`src/rtl/alu_seq_if.sv`:
```
// Execute-stage ALU handshake bundle: operand/op request and registered result/flags.
// The master side issues operations; alu_seq is the slave.
interface alu_seq_if #(
    parameter int WIDTH = 32
);
    logic             in_valid;
    logic             in_ready;
    logic [WIDTH-1:0] A;
    logic [WIDTH-1:0] B;
    logic [3:0]       control;
    logic             out_valid;
    logic [WIDTH-1:0] out;
    logic             Zero;
    logic             LessThan;
    logic             div_by_zero;

    modport master (
        output in_valid, A, B, control,
        input  in_ready, out_valid, out, Zero, LessThan, div_by_zero
    );

    modport slave (
        input  in_valid, A, B, control,
        output in_ready, out_valid, out, Zero, LessThan, div_by_zero
    );
endinterface

```
`src/rtl/alu_seq.sv`:
```
// Sequential ALU: single-cycle logic/arith ops plus iterative shift-add MUL and restoring DIVU/REMU.
// Define ALU_SEQ_SIGNED_DIV_EN to add signed DIV/REM (magnitude divide with sign fix-up).
module alu_seq #(
    parameter int WIDTH = 32
) (
    input logic      clk,
    input logic      rst,
    alu_seq_if.slave bus
);
    localparam int CNT_W = $clog2(WIDTH) + 1;

    localparam logic [3:0] OP_ADD  = 4'b0000;
    localparam logic [3:0] OP_SUB  = 4'b0001;
    localparam logic [3:0] OP_AND  = 4'b0010;
    localparam logic [3:0] OP_OR   = 4'b0011;
    localparam logic [3:0] OP_SLTU = 4'b0100;
    localparam logic [3:0] OP_SLT  = 4'b0101;
    localparam logic [3:0] OP_XOR  = 4'b0110;
    localparam logic [3:0] OP_MUL  = 4'b1000;
    localparam logic [3:0] OP_DIVU = 4'b1001;
    localparam logic [3:0] OP_REMU = 4'b1010;
`ifdef ALU_SEQ_SIGNED_DIV_EN
    localparam logic [3:0] OP_DIV  = 4'b1011;
    localparam logic [3:0] OP_REM  = 4'b1100;
`endif

    typedef enum logic [1:0] {
        S_IDLE = 2'd0,
        S_RUN  = 2'd1,
        S_DONE = 2'd2
    } state_t;

    state_t           state_q;
    logic [CNT_W-1:0] cnt_q;
    logic [3:0]       op_q;
    logic [WIDTH-1:0] a_q;
    logic [WIDTH-1:0] b_q;
    logic [WIDTH-1:0] acc_q;
    logic [WIDTH-1:0] wrk_q;
    logic [WIDTH-1:0] opnd_q;
    logic [WIDTH-1:0] out_q;
    logic             in_ready_q;
    logic             out_valid_q;
    logic             zero_q;
    logic             lt_q;
    logic             dbz_q;

    logic             is_multi_d;
    logic [WIDTH-1:0] single_d;
    logic [WIDTH-1:0] dvd_d;
    logic [WIDTH-1:0] dvs_d;
    logic [WIDTH-1:0] mul_acc_d;
    logic [WIDTH:0]   rem_sh_d;
    logic             rem_ge_d;
    logic [WIDTH-1:0] div_rem_d;
    logic [WIDTH-1:0] div_quo_d;
    logic             dbz_d;
    logic [WIDTH-1:0] final_d;

    always_comb begin
        is_multi_d = 1'b0;
        case (bus.control)
            OP_MUL, OP_DIVU, OP_REMU: is_multi_d = 1'b1;
`ifdef ALU_SEQ_SIGNED_DIV_EN
            OP_DIV, OP_REM:           is_multi_d = 1'b1;
`endif
            default:                  is_multi_d = 1'b0;
        endcase
    end

    always_comb begin
        single_d = bus.A + bus.B;
        case (bus.control)
            OP_SUB:  single_d = bus.A - bus.B;
            OP_AND:  single_d = bus.A & bus.B;
            OP_OR:   single_d = bus.A | bus.B;
            OP_SLTU: single_d = {{(WIDTH-1){1'b0}}, bus.A < bus.B};
            OP_SLT:  single_d = {{(WIDTH-1){1'b0}}, $signed(bus.A) < $signed(bus.B)};
            OP_XOR:  single_d = bus.A ^ bus.B;
            default: single_d = bus.A + bus.B;
        endcase
    end

    // Signed divides run on magnitudes; the sign is restored when the result is registered.
    always_comb begin
        dvd_d = bus.A;
        dvs_d = bus.B;
`ifdef ALU_SEQ_SIGNED_DIV_EN
        if (bus.control == OP_DIV || bus.control == OP_REM) begin
            if (bus.A[WIDTH-1]) dvd_d = -bus.A;
            if (bus.B[WIDTH-1]) dvs_d = -bus.B;
        end
`endif
    end

    always_comb begin
        mul_acc_d = acc_q + (wrk_q[0] ? opnd_q : '0);
        rem_sh_d  = {acc_q, wrk_q[WIDTH-1]};
        rem_ge_d  = rem_sh_d >= {1'b0, opnd_q};
        div_rem_d = rem_ge_d ? WIDTH'(rem_sh_d - {1'b0, opnd_q}) : rem_sh_d[WIDTH-1:0];
        div_quo_d = {wrk_q[WIDTH-2:0], rem_ge_d};
        dbz_d     = (b_q == '0) && (op_q != OP_MUL);
        case (op_q)
            OP_DIVU: final_d = dbz_d ? '1 : div_quo_d;
            OP_REMU: final_d = dbz_d ? a_q : div_rem_d;
`ifdef ALU_SEQ_SIGNED_DIV_EN
            OP_DIV:  final_d = dbz_d ? '1
                             : ((a_q[WIDTH-1] ^ b_q[WIDTH-1]) ? -div_quo_d : div_quo_d);
            OP_REM:  final_d = dbz_d ? a_q
                             : (a_q[WIDTH-1] ? -div_rem_d : div_rem_d);
`endif
            default: final_d = mul_acc_d;
        endcase
    end

    always_ff @(posedge clk) begin
        if (rst) begin
            state_q     <= S_IDLE;
            cnt_q       <= '0;
            op_q        <= OP_ADD;
            a_q         <= '0;
            b_q         <= '0;
            acc_q       <= '0;
            wrk_q       <= '0;
            opnd_q      <= '0;
            out_q       <= '0;
            in_ready_q  <= 1'b1;
            out_valid_q <= 1'b0;
            zero_q      <= 1'b0;
            lt_q        <= 1'b0;
            dbz_q       <= 1'b0;
        end else begin
            case (state_q)
                S_IDLE: begin
                    if (bus.in_valid) begin
                        a_q        <= bus.A;
                        b_q        <= bus.B;
                        op_q       <= bus.control;
                        in_ready_q <= 1'b0;
                        if (is_multi_d) begin
                            state_q <= S_RUN;
                            cnt_q   <= '0;
                            acc_q   <= '0;
                            // MUL: wrk = multiplier (shifts right), opnd = multiplicand (shifts left).
                            // Divides: wrk = dividend/quotient (shifts left), opnd = divisor.
                            wrk_q   <= (bus.control == OP_MUL) ? bus.B : dvd_d;
                            opnd_q  <= (bus.control == OP_MUL) ? bus.A : dvs_d;
                        end else begin
                            state_q     <= S_DONE;
                            out_q       <= single_d;
                            zero_q      <= (bus.A == bus.B);
                            lt_q        <= ($signed(bus.A) < $signed(bus.B));
                            dbz_q       <= 1'b0;
                            out_valid_q <= 1'b1;
                        end
                    end
                end
                S_RUN: begin
                    cnt_q <= cnt_q + CNT_W'(1);
                    if (op_q == OP_MUL) begin
                        acc_q  <= mul_acc_d;
                        wrk_q  <= wrk_q >> 1;
                        opnd_q <= opnd_q << 1;
                    end else if (!dbz_d) begin
                        acc_q <= div_rem_d;
                        wrk_q <= div_quo_d;
                    end
                    if (cnt_q == CNT_W'(WIDTH-1)) begin
                        state_q     <= S_DONE;
                        out_q       <= final_d;
                        zero_q      <= (a_q == b_q);
                        lt_q        <= ($signed(a_q) < $signed(b_q));
                        dbz_q       <= dbz_d;
                        out_valid_q <= 1'b1;
                    end
                end
                S_DONE: begin
                    state_q     <= S_IDLE;
                    out_valid_q <= 1'b0;
                    in_ready_q  <= 1'b1;
                end
                default: begin
                    state_q     <= S_IDLE;
                    out_valid_q <= 1'b0;
                    in_ready_q  <= 1'b1;
                end
            endcase
        end
    end

    assign bus.in_ready    = in_ready_q;
    assign bus.out_valid   = out_valid_q;
    assign bus.out         = out_q;
    assign bus.Zero        = zero_q;
    assign bus.LessThan    = lt_q;
    assign bus.div_by_zero = dbz_q;
endmodule

```
`src/flat_wrapper.sv`:
```
// flat-port wrapper written by rule: the top's interface ports become plain ports
module alu_seq_flat 
#(
    parameter int WIDTH = 32
)
  (clk, rst, bus_in_valid, bus_A, bus_B, bus_control, bus_in_ready, bus_out_valid, bus_out, bus_Zero, bus_LessThan, bus_div_by_zero);
  alu_seq_if #(.WIDTH(WIDTH)) bus_i ();
  input logic clk;
  input logic rst;
  input wire logic [$bits(bus_i.in_valid)-1:0] bus_in_valid;
  input wire logic [$bits(bus_i.A)-1:0] bus_A;
  input wire logic [$bits(bus_i.B)-1:0] bus_B;
  input wire logic [$bits(bus_i.control)-1:0] bus_control;
  output wire logic [$bits(bus_i.in_ready)-1:0] bus_in_ready;
  output wire logic [$bits(bus_i.out_valid)-1:0] bus_out_valid;
  output wire logic [$bits(bus_i.out)-1:0] bus_out;
  output wire logic [$bits(bus_i.Zero)-1:0] bus_Zero;
  output wire logic [$bits(bus_i.LessThan)-1:0] bus_LessThan;
  output wire logic [$bits(bus_i.div_by_zero)-1:0] bus_div_by_zero;
  assign bus_i.in_valid = bus_in_valid;
  assign bus_i.A = bus_A;
  assign bus_i.B = bus_B;
  assign bus_i.control = bus_control;
  assign bus_in_ready = bus_i.in_ready;
  assign bus_out_valid = bus_i.out_valid;
  assign bus_out = bus_i.out;
  assign bus_Zero = bus_i.Zero;
  assign bus_LessThan = bus_i.LessThan;
  assign bus_div_by_zero = bus_i.div_by_zero;
  alu_seq #(.WIDTH(WIDTH)) u_core (.clk(clk), .rst(rst), .bus(bus_i));
endmodule
```
`config.mk`:
```
export PLATFORM = sky130hd
export DESIGN_NAME = alu_seq_flat
export DESIGN_NICKNAME = d
export VERILOG_FILES = /design/src/rtl/alu_seq_if.sv /design/src/rtl/alu_seq.sv /design/src/flat_wrapper.sv
export SDC_FILE = /design/constraint.sdc
export NUM_CORES = 1
export LEC_CHECK = 0
export ABC_AREA = 0
export CORE_UTILIZATION = 25
export CTS_BUF_LIST = sky130_fd_sc_hd__clkbuf_4
export DETAILED_ROUTE_END_ITERATION = 10
export PLACE_DENSITY = 0.42
export RECOVER_POWER = 50
export SYNTH_ARGS = -nofsm -noshare
export SYNTH_HDL_FRONTEND = slang
export SYNTH_SLANG_ARGS = --single-unit
```
`constraint.sdc`:
```
create_clock -name clk -period 9.9 [get_ports clk]
set_clock_uncertainty 0.05 [all_clocks]
set_input_delay 2.97 -clock clk [delete_from_list [all_inputs] [get_ports clk]]
set_output_delay 2.97 -clock clk [all_outputs]
set_load 0.1 [all_outputs]
```
==> flow_summary.ini <==
[outcome]
status = finished, violations left
violations = capacitance limit, slew limit

[worst_setup_path]
cp_max_fo = 22
worst_setup_path_start_kind = input port
rrSetupSlack_ns = 4.64
critPathRequiredTime_ns = 10.49
end_kind = flop
path_class = in -> reg
arrival_ns = 8.61

[logic_synthesis]
synth_xor_area_share_pct = 2.820
yosys.cell_count.top_type = nand2_1
syn_avg_cell_area_um2 = 7.044
synth_cell_types = 93
synthAdderAreaFrac_pct = 12.30
seq_area_frac_synth_pct = 20.73
synthCells = 2866
synth_common_cells = nand2_1 (355), a21oi_1 (339), nor2_1 (290)
ys_async_sr_fraction_pct = 0
synth_top_area_share_pct = 20.73
synth_mux_area_share_pct = 4.878
synth_area_um2 = 20190
synth-simple-area-share_pct = 22.01
synth-edff-count = 0
synthTopCellsByArea = dfxtp_1 (21%), ha_1 (12%), a21oi_1 (8.4%)
synth_nets = 3133
ys_warn_count = 0
synth_seq_cells = 209
synth_top_family_by_area = compound AO/OA/AOI/OAI gates
synth_top_area_cell = dfxtp_1
ys.flop_type = dfxtp_1
synth_compound_area_share_pct = 30.32

[pwr]
internal-power_uw = 1736
power_uw = 3189
ir_worst_vdd_mv = 0.09437
p_per_area_nw_per_um2 = 139.1
pwr-share-comb_pct = 44.4
seq_power_share_pct = 29.9
power_switching_uw = 1453
switching_share_pct = 45.57
leakage_uw = 0.009364
clockPowerShare_pct = 25.7

[placement]
gp_congestion = 0.9337
portBuffers = 107
dp.cells = 3878
dp_hpwl_um = 71730

[floorplan]
floorplan.initialDensity_pct = 25.43
die_h_um = 286.2
pin_count = 108
die_w_um = 286.2
die_area_um2 = 81890
coreArea_um2 = 79390
rows = 103

[timing]
setup_violations = 0
final-max-slew-violation-count = 149
fin_tns_setup_ns = 0
fmax_mhz = 124.8
whs_ns = 0.3929
timing.final.crit_share_pct = 80.92
tightest_slew_ns = 2.982
rsz0062_at_grt = false
min_period_ns = 8.011
hold_viol_final = 0
relSlewSlack_pct = -98.79

[global_routing]
grt_antenna_before_repair = 3
groute.usage.overall_pct = 22.22
grt_max_degree = 77
grt_pass1_wl_um = 137700
gr-total-overflow = 0
grt_pass1_vias = 20580

[detailed_routing]
wl_per_cell_um = 23.72
drt_first_iter_violations = 1810
drtPass1Iterations = 7
routed_wl_um = 94560
vias_per_cell = 5.473
postRouteAntennaNets = 0
drc_errors = 0
vias = 21814

[clocking]
clock-root-buffer = clkbuf_4
cts.path.max_buffers = 3
htreeDepth = 2
cts_tree = built
cts_buffers = 60
cts.sinks = 209
cts_setup_buffers = 0
cts.hold.buffers_added = 0
cts_resized = 0
clk_pin_slew_ns = 0.06
clk_latency_ns = 0.80

[layout]
synthToLayoutAreaGrowth_pct = 13.60
area.sequential_um2 = 4184
drive_gt1_share_pct = 5.932
multi_input_area_um2 = 14690
fin_nets = 3157
fillCellCount = 8903
instances_no_fill = 3986

[worst_hold_path]
hp-class = reg -> reg

[job]
drv_cap = 4
==> logic make-up (layout without fill, tap and decap cells) <==
group / Yosys count / in the layout
other cells: 0 / 3
simple gates: 973 / 973
fa+ha+maj: 196 / 196
mux: 98 / 98
flops: 209 / 209
compound gates: 963 / 963
buf+inv: 362 / 429
xor+xnor: 65 / 65
==> cell usage in the layout (no fill, tap or decap), drive strengths merged, types with 58 or more instances in the layout <==
master and count:
mux2i 95, nand2 357, a211oi 93, a21o 58, nor2 291, o21ai 192, a21oi 339, clkbuf 93
ha 192, dfxtp 209, inv 177, clkdlybuf4s50 71
==> worst max-delay path, stage by stage <==
cell and delay [ns]:
dlygate4sd3_1 0.92, a21oi_1 0.14, clkbuf_1 0.29, nor2_1 0.22, o21a_1 0.13, clkbuf_1 1.37
nand2_1 0.16, buf_4 0.27, inv_1 0.06, clkbuf_1 1.18, o311ai_0 0.59, o21ai_1 0.26
==> per-layer routing <==
layer / global-route usage (%) / vias to the layer above / part of all wire, %
met1: 31.47 / 10565 / 47
met3: 2.655 / 123 / 5.9
met2: 35.24 / 751 / 45
li1: - / 10373 / -
met5: 0 / - / 0.0095
met4: 6.070 / 2 / 2.4
==> worst paths after layout <==
path | start | endpoint | cells after the start
max | bus_control[0] | u_core.bus.out[15] | 12
min | u_core.bus.out[1] | u_core.bus.out[1] | 2
max reg2reg | u_core.cnt_q[0] | u_core.bus.out[15] | 11
min reg2reg | u_core.bus.out[1] | u_core.bus.out[1] | 2
==> layout make-up <==
| cell class | instances | share of cell area, % |
|---|---|---|
| clock inverters | 18 | 0.3164 |
| well taps | 1050 | 5.729 |
| diodes | 3 | 0.03274 |
| inverters | 177 | 2.897 |
| multi-input cells | 2295 | 64.05 |
| repair buffers | 147 | 5.887 |
| flip-flops and latches | 209 | 18.24 |
| clock buffers | 87 | 2.848 |
==> power groups by stage <==
| stage | clock, uW | sequential, uW | combinational (uW) |
|---|---|---|---|
| floorplan | 0 | 1060 | 846 |
| global placement | 0 | 973 | 1400 |
| detailed placement | 0 | 972 | 1400 |
| CTS | 850 | 954 | 1410 |
| global route | 885 | 960 | 1520 |
| finish | 819 | 954 | 1420 |
==> metrics by stage <==
stage	area (um^2)	utilization [%]	worst slack [ns]
global route	22930	28.89	1.642
floorplan	20190	-	4.183
detailed placement	22240	28.01	2.213
finish	22930	28.89	1.889
global placement	22230	28.01	2.056
CTS	22960	28.92	3.069
==> flip-flops by register name, indices dropped and copies added, names as in the netlist <==
signal	count
u_core.bus.in_ready	1
u_core.cnt_q	6
u_core.state_q	2
u_core.acc_q	32
u_core.wrk_q	32
u_core.a_q	32
u_core.bus.Zero	1
u_core.bus.out_valid	1
u_core.bus.LessThan	1
u_core.opnd_q	32
u_core.bus.div_by_zero	1
u_core.b_q	32
u_core.bus.out	32
u_core.op_q	4
Note: power is estimated with default switching activity, not from simulation.
